## src/rtl/regfile_wr_arbiter_if.sv

```systemverilog
// Writeback bus between the requesters and the register-file write arbiter.
// The slave side is the arbiter. The master side is the requester group plus the regfile sink.
interface regfile_wr_arbiter_if #(
    parameter int NUM_REQ = 2,
    parameter int ADDR_W  = 5,
    parameter int DATA_W  = 32
);
    localparam int GID_W = (NUM_REQ > 1) ? $clog2(NUM_REQ) : 1;

    logic [NUM_REQ-1:0]        i_req_valid;
    logic [NUM_REQ*ADDR_W-1:0] i_req_addr;
    logic [NUM_REQ*DATA_W-1:0] i_req_data;
    logic [NUM_REQ-1:0]        o_req_ready;
    logic [ADDR_W-1:0]         o_rd_addr;
    logic [DATA_W-1:0]         o_rd_data;
    logic                      o_rd_wren;
    logic [GID_W-1:0]          o_grant_id;

    modport slave (
        input  i_req_valid, i_req_addr, i_req_data,
        output o_req_ready, o_rd_addr, o_rd_data, o_rd_wren, o_grant_id
    );

    modport master (
        output i_req_valid, i_req_addr, i_req_data,
        input  o_req_ready, o_rd_addr, o_rd_data, o_rd_wren, o_grant_id
    );
endinterface

```

## src/rtl/regfile_wr_arbiter.sv

```systemverilog
// Round-robin arbiter that shares the single register-file write port among
// NUM_REQ writeback sources. The grant is combinational. The regfile write is
// registered, so it lands one clock after acceptance. Writes that target x0 are
// accepted but never drive the write enable.
module regfile_wr_arbiter #(
    parameter int NUM_REQ = 2,
    parameter int ADDR_W  = 5,
    parameter int DATA_W  = 32
) (
    input  logic                 i_clk,
    input  logic                 i_reset,
    input  logic                 i_hold,
    regfile_wr_arbiter_if.slave  bus
);
    localparam int GID_W = (NUM_REQ > 1) ? $clog2(NUM_REQ) : 1;

    logic [GID_W-1:0]   r_rr_ptr;
    logic [ADDR_W-1:0]  r_rd_addr;
    logic [DATA_W-1:0]  r_rd_data;
    logic               r_rd_wren;
    logic [GID_W-1:0]   r_grant_id;

    logic [GID_W:0]     w_sum;
    logic [GID_W-1:0]   w_cand;
    logic [GID_W-1:0]   w_grant_idx;
    logic               w_grant_vld;
    logic [NUM_REQ-1:0] w_grant_oh;
    logic [ADDR_W-1:0]  w_sel_addr;
    logic [DATA_W-1:0]  w_sel_data;
    logic [GID_W-1:0]   w_ptr_next;

    // Search for the first valid requester, starting at the round-robin pointer and wrapping.
    always_comb begin
        w_sum       = '0;
        w_cand      = '0;
        w_grant_idx = '0;
        w_grant_vld = 1'b0;
        for (int k = 0; k < NUM_REQ; k++) begin
            w_sum = {1'b0, r_rr_ptr} + (GID_W+1)'(k);
            if (w_sum >= (GID_W+1)'(NUM_REQ)) begin
                w_cand = GID_W'(w_sum - (GID_W+1)'(NUM_REQ));
            end else begin
                w_cand = GID_W'(w_sum);
            end
            if (!i_hold && !w_grant_vld && bus.i_req_valid[w_cand]) begin
                w_grant_vld = 1'b1;
                w_grant_idx = w_cand;
            end else begin
                w_grant_vld = w_grant_vld;
            end
        end
    end

    // Turn the winner into a one-hot ready, select its payload, and compute the next pointer.
    always_comb begin
        w_grant_oh = '0;
        w_sel_addr = bus.i_req_addr[w_grant_idx*ADDR_W +: ADDR_W];
        w_sel_data = bus.i_req_data[w_grant_idx*DATA_W +: DATA_W];
        if (w_grant_vld) begin
            w_grant_oh[w_grant_idx] = 1'b1;
        end else begin
            w_grant_oh = '0;
        end
        if (w_grant_idx == GID_W'(NUM_REQ - 1)) begin
            w_ptr_next = '0;
        end else begin
            w_ptr_next = w_grant_idx + GID_W'(1);
        end
    end

    // Register the accepted write toward the regfile and advance the fairness pointer.
    always_ff @(posedge i_clk or negedge i_reset) begin
        if (!i_reset) begin
            r_rr_ptr   <= '0;
            r_rd_addr  <= '0;
            r_rd_data  <= '0;
            r_rd_wren  <= 1'b0;
            r_grant_id <= '0;
        end else if (w_grant_vld) begin
            r_rd_addr  <= w_sel_addr;
            r_rd_data  <= w_sel_data;
            r_rd_wren  <= (w_sel_addr != '0);
            r_grant_id <= w_grant_idx;
            r_rr_ptr   <= w_ptr_next;
        end else begin
            r_rd_wren  <= 1'b0;
        end
    end

    assign bus.o_req_ready = w_grant_oh;
    assign bus.o_rd_addr   = r_rd_addr;
    assign bus.o_rd_data   = r_rd_data;
    assign bus.o_rd_wren   = r_rd_wren;
    assign bus.o_grant_id  = r_grant_id;
endmodule
```

## src/flat_wrapper.sv

```systemverilog
// flat-port wrapper written by rule: the top's interface ports become plain ports
module regfile_wr_arbiter_flat 
#(
    parameter int NUM_REQ = 2,
    parameter int ADDR_W  = 5,
    parameter int DATA_W  = 32
)
  (i_clk, i_reset, i_hold, bus_i_req_valid, bus_i_req_addr, bus_i_req_data, bus_o_req_ready, bus_o_rd_addr, bus_o_rd_data, bus_o_rd_wren, bus_o_grant_id);
  regfile_wr_arbiter_if #(.NUM_REQ(NUM_REQ), .ADDR_W(ADDR_W), .DATA_W(DATA_W)) bus_i ();
  input  logic i_clk;
  input  logic i_reset;
  input  logic i_hold;
  input wire logic [$bits(bus_i.i_req_valid)-1:0] bus_i_req_valid;
  input wire logic [$bits(bus_i.i_req_addr)-1:0] bus_i_req_addr;
  input wire logic [$bits(bus_i.i_req_data)-1:0] bus_i_req_data;
  output wire logic [$bits(bus_i.o_req_ready)-1:0] bus_o_req_ready;
  output wire logic [$bits(bus_i.o_rd_addr)-1:0] bus_o_rd_addr;
  output wire logic [$bits(bus_i.o_rd_data)-1:0] bus_o_rd_data;
  output wire logic [$bits(bus_i.o_rd_wren)-1:0] bus_o_rd_wren;
  output wire logic [$bits(bus_i.o_grant_id)-1:0] bus_o_grant_id;
  assign bus_i.i_req_valid = bus_i_req_valid;
  assign bus_i.i_req_addr = bus_i_req_addr;
  assign bus_i.i_req_data = bus_i_req_data;
  assign bus_o_req_ready = bus_i.o_req_ready;
  assign bus_o_rd_addr = bus_i.o_rd_addr;
  assign bus_o_rd_data = bus_i.o_rd_data;
  assign bus_o_rd_wren = bus_i.o_rd_wren;
  assign bus_o_grant_id = bus_i.o_grant_id;
  regfile_wr_arbiter #(.NUM_REQ(NUM_REQ), .ADDR_W(ADDR_W), .DATA_W(DATA_W)) u_core (.i_clk(i_clk), .i_reset(i_reset), .i_hold(i_hold), .bus(bus_i));
endmodule
```

## config.mk

```make
export PLATFORM = sky130hd
export DESIGN_NAME = regfile_wr_arbiter_flat
export DESIGN_NICKNAME = d
export VERILOG_FILES = /design/src/rtl/regfile_wr_arbiter_if.sv /design/src/rtl/regfile_wr_arbiter.sv /design/src/flat_wrapper.sv
export SDC_FILE = /design/constraint.sdc
export NUM_CORES = 1
export LEC_CHECK = 0
export CORE_MARGIN = 2
export CORE_UTILIZATION = 42
export CTS_CLUSTER_DIAMETER = 100
export DETAILED_ROUTE_END_ITERATION = 12
export PLACE_DENSITY = 0.84
export SLEW_MARGIN = 20
export SYNTH_ARGS = -nofsm -noshare
export SYNTH_HDL_FRONTEND = slang
export SYNTH_SLANG_ARGS = --single-unit
```

## constraint.sdc

```tcl
create_clock -name i_clk -period 2.05 [get_ports i_clk]
set_input_delay 0.41 -clock i_clk [delete_from_list [all_inputs] [get_ports i_clk]]
set_output_delay 0.41 -clock i_clk [all_outputs]
set_load 0.005 [all_outputs]
```

Yosys cells after proc, flatten, opt, wreduce, memory -nomap -nowiden
Index checks and enable logic that the tools add are counted.
Storage, ports and cells
  register bits: 40
  output and inout port bits: 41
  input port bits: 79
Operators by class
  reduce and logical (&&, ||, !) cells: 7
  $lt $le $gt $ge: 6
  add/subtract/negate cells: 4
  $mul: 1
  multiplexer cells: 15
  shift operators: 2
Operator list (count)
  64-bit by 7-bit variable part select with 32-bit output: 1
  1-bit 2-to-1 mux: 13
  10-bit by 5-bit variable part select with 5-bit output: 1
  1-bit by 2-bit less-than comparator with 1-bit output (second input constant): 3
  5-bit nonzero test: 1
  1-bit logical AND: 4
  1-bit by 3-bit multiplier with 4-bit output (second input constant): 1
  1-bit by 1-bit adder with 2-bit output (second input constant): 1
  1-bit by 2-bit greater-or-equal comparator with 1-bit output (second input constant): 1
  2-bit greater-or-equal comparator (second input constant): 1
  1-bit logical NOT: 2
  2-bit 2-to-1 mux: 1
  1-bit subtractor (second input constant): 2
  1-bit adder (second input constant): 1
  1-bit demux with 1-bit select: 1
  1-bit greater-or-equal comparator (second input constant): 1

Longest topological paths before layout
  depth in word-level cells: 15
  mapped depth: 5

Worst setup path after synthesis
No wires, ideal clock.
  path type: input port to output port
  start: input i_hold
  end: output bus_o_req_ready[0]
  cell stages on the path: 5
  arrival time: 1108 ps
  slack: 532 ps
  cell sequence: nand2b_1 buf_6 or2_4 inv_1 nor2_1
Between the ends
  word-level cells in the longest chain between the ends: 12
  elaborated cells between the ends (all ways): 15
  classes of those cells: order compare: 2; mux: 7; reduce/logical: 6
Ends and longest elaborated chain
  start, declared: RTL line flat_wrapper.sv:12  | input logic i_hold;
  1-bit logical NOT *: RTL line regfile_wr_arbiter.sv:45  | if (!i_hold && !w_grant_vld && bus.i_req_valid[w_cand]) begin
  1-bit logical AND: RTL line regfile_wr_arbiter.sv:45
  1-bit 2-to-1 mux: RTL line regfile_wr_arbiter.sv:45
  1-bit logical NOT: RTL line regfile_wr_arbiter.sv:45
  1-bit logical AND (2 in series): RTL line regfile_wr_arbiter.sv:45
  1-bit 2-to-1 mux: RTL line regfile_wr_arbiter.sv:45
  1-bit by 2-bit less-than comparator with 1-bit output (implied by the code) or 1-bit greater-or-equal comparator (tied branches): RTL line regfile_wr_arbiter.sv:60  | w_grant_oh[w_grant_idx] = 1'b1;
  1-bit logical AND (implied by the code): RTL line regfile_wr_arbiter.sv:60
  1-bit 2-to-1 mux (implied by the code): RTL line regfile_wr_arbiter.sv:60
  1-bit demux with 1-bit select
  2-bit 2-to-1 mux *: RTL line regfile_wr_arbiter.sv:59  | if (w_grant_vld) begin
  end, declared: RTL line flat_wrapper.sv:16  | output wire logic [$bits(bus_i.o_req_ready)-1:0] bus_o_req_ready;
Every way passes the cells marked *; elsewhere a longest branch is shown, timed or not.

Worst setup path after layout
  start: input bus_i_req_valid[0]
  end: output bus_o_req_ready[0]
Between the ends
  word-level cells in the longest chain between the ends: 13
  elaborated cells between the ends (all ways): 18
  classes of those cells: order compare: 2; mux: 11; reduce/logical: 5
Ends and longest elaborated chain
  start, declared: RTL line flat_wrapper.sv:13  | input wire logic [$bits(bus_i.i_req_valid)-1:0] bus_i_req_valid;
  1-bit 2-to-1 mux (implied by the code) (2 in series): RTL line regfile_wr_arbiter.sv:45
  1-bit logical AND: RTL line regfile_wr_arbiter.sv:45
  1-bit 2-to-1 mux: RTL line regfile_wr_arbiter.sv:45
  1-bit logical NOT: RTL line regfile_wr_arbiter.sv:45
  1-bit logical AND (2 in series): RTL line regfile_wr_arbiter.sv:45
  1-bit 2-to-1 mux: RTL line regfile_wr_arbiter.sv:45
  1-bit by 2-bit less-than comparator with 1-bit output (implied by the code) or 1-bit greater-or-equal comparator (tied branches): RTL line regfile_wr_arbiter.sv:60
  1-bit logical AND (implied by the code): RTL line regfile_wr_arbiter.sv:60
  1-bit 2-to-1 mux (implied by the code): RTL line regfile_wr_arbiter.sv:60
  1-bit demux with 1-bit select
  2-bit 2-to-1 mux *: RTL line regfile_wr_arbiter.sv:59
Every way passes the cells marked *; elsewhere a longest branch is shown, timed or not. The select of a mux whose other input is x is not followed.

==> out/qor.csv <==
metric,value,unit
outcome,"finished, final reports clean",
total routed wirelength,6952,um
Routed Antenna Nets,0,
critical path launch point type,input pin,
CP max stage delay,0.27,ns
synthesized area,2170,um^2
post-synthesis cell count,236,
Final Max Slew Viols,0,
Mapped Nets,315,
Initial Util,43.03,%
vias,2392,
Residual DRC,0,
CP Class,input pin to primary output,
Post-Layout Cell Count,419,
Core Box Area,5042,um^2
drt initial violations,185,
Worst Setup End Kind,primary output,
Worst Path Required,1.64,ns
min cycle time layout,1.847,ns
worst skew pair latency,0.28,ns
Area Overhead vs Synth,62.23,%
slew margin rel.,54.41,%
DP Cell Count,410,
Total Routing Usage GR,24.41,%
CP Cell Sequence,dlygate4sd2_1 > and2b_1 > or2_4 > inv_2 > nor2_1 > dlygate4sd2_1,
row cnt,26,
DR WL/cell,16.59,um
CP Max Fanout,3,
total clock sinks,40,
period utilization,90.11,%
Leak Pwr,1.308,nW
DP HPWL,4617,um
most frequent CP cell,dlygate4sd2_1,
vias per cell,5.709,
CTS tree,yes,
Clock Skews,0.003147,ns
global route overflow,0,
Die X,75.87,um
total CTS buffers,5,
GPL Wtd Cong,0.7457,
slowest CP cell,dlygate4sd2_1,
num ports,120,
worst hold slack,0.1739,ns
antenna violations before repair,0,
CTS H-tree depth,2,
hold_buf cts,0,
hold crit path type,input pin to async pin,
"Hold Violations, Final",0,
max-cap violation count,0,
"Reg clk slew, reported paths",0.08,ns
Total Power,2.227,mW
Worst-Margin Slew,0.6829,ns
syn avg cell area,9.193,um^2
synth unique cells,22,
CTS max path bufs,2,
Ys Warns,0,
Initial DRT Pass Iterations,4,
largest net degree at the start of global routing,41,
Peak VDD IR,0.0003713,V
#FFs+latches synth,40,
final setup fails,0,
Max Fclk,0.5413,GHz
first-pass GRT wire length,10900,um
Die Y-Extent,75.87,um
power per cell area,632.8,nW/um^2
layout cells sized above 1,8.621,%
Final #Nets,426,
Die Area,5756,um^2
unrepaired setup endpoints after global routing,false,
WP data arrival,1.44,ns
root buf cell,clkbuf_8,
"Seq/Total Area, Yosys",46.14,%
vias in the first global route,2343,
PortBufs,119,
## per-layer routing
| layer | track usage, % | share of wire [%] | vias up |
|---|---|---|---|
| li1 | - | - | 1133 |
| met1 | 30.52 | 40 | 1150 |
| met2 | 42.15 | 51 | 103 |
| met3 | 5.159 | 7.8 | 6 |
| met4 | 7.407 | 0.88 | 0 |
| met5 | 0 | 0 | - |
## power by group
| group | internal, mW | total [mW] | leakage, nW | switching, mW |
|---|---|---|---|---|
| logic | 0.428 | 0.733 | 0.813 | 0.305 |
| clock network | 0.275 | 0.539 | 0.0455 | 0.264 |
| registers | 0.897 | 0.955 | 0.449 | 0.0577 |
## Yosys cell counts
cell type,instances,area share (%)
a211oi_2,1,0.58
a31oi_1,37,11
and2b_1,1,0.35
buf_2,18,4.2
buf_4,6,2.1
buf_6,2,1.0
clkbuf_1,2,0.35
clkbuf_2,2,0.46
dfrtp_1,40,46
inv_1,1,0.17
inv_2,2,0.35
nand2_1,2,0.35
nand2b_1,1,0.29
nor2_1,41,7.1
nor4_2,1,0.58
o2111ai_1,37,15
o21ai_0,27,6.2
o21ai_1,10,2.3
o21ba_2,1,0.46
o21bai_1,1,0.35
or2_4,1,0.40
or4_1,2,0.69
## cell usage in the layout (no fill, tap or decap)
cell type        count
nand2_1              2
clkbuf_1             2
dlymetal6s2s_1       1
inv_2                3
o21ai_0             27
dlygate4sd2_1        4
dfrtp_1             40
buf_4               11
diode_2              1
and2b_1              1
clkdlybuf4s50_1    113
nor2_1              41
o21bai_1             1
or4_1                2
o21ai_1             10
buf_2                1
a31oi_1             37
nor4_2               1
o21ba_2              1
o2111ai_1           37
or2_4                1
clkbuf_8             6
buf_6                1
nand2b_4             1
buf_12               3
a211oi_2             1
## repair_timing
action                                  4_1_cts  5_1_grt
endpoints found under the setup margin        2        1
setup buffers                                 0        0
resized for setup                             6        2
## cell families after synthesis
kind of cell | count (synthesis) | synth area share, %
buffers and inverters | 33 | 8.593
AND/OR/NAND/NOR | 49 | 9.747
AO/OA/AOI/OAI | 114 | 35.52
flip-flops | 40 | 46.14
## metrics by stage
stage	setup WS, ns	util, %	cell area [um^2]	TNS [ns]
global placement	-0.2203	67.79	3418	-0.4314
CTS	0.001470	69.55	3507	0
floorplan	0.5317	-	2170	0
finish	0.2028	69.80	3520	0
detailed placement	-0.2494	67.79	3418	-0.4864
global route	0.1513	69.75	3517	0
## final timing paths
check                                           start                        to  slack (ns)  cells after the start
worst max register to register        u_core.r_rr_ptr   u_core.bus.o_rd_data[1]        0.66                      4
min in group i_clk              u_core.bus.o_grant_id     u_core.bus.o_grant_id        0.48                      2
max in group asynchronous                     i_reset  u_core.bus.o_rd_data[22]        1.51                      2
worst max-delay path               bus_i_req_valid[0]        bus_o_req_ready[0]        0.20                      6
worst min-delay path                          i_reset  u_core.bus.o_rd_data[12]        0.17                      2
worst min register to register  u_core.bus.o_grant_id     u_core.bus.o_grant_id        0.48                      2
## flip-flops by register name, indices dropped and copies added, names as in the netlist
name	cells
u_core.bus.o_grant_id	1
u_core.bus.o_rd_addr	5
u_core.bus.o_rd_data	32
u_core.bus.o_rd_wren	1
u_core.r_rr_ptr	1
## critical path, delay by kind of cell
kind / cells / cell delay, ns
buffers and inverters: 3 / 0.59
AND/OR/NAND/NOR: 3 / 0.44
## area by class of cell
class	count	area, um^2
fill	409	1523
clock buffer	8	90.09
timing repair buffer	134	1338
inverter	3	11.26
tap	70	87.58
antenna	1	2.502
sequential	40	1001
multi-input combinational	163	989.7
Note: power is estimated with default switching activity, not from simulation.
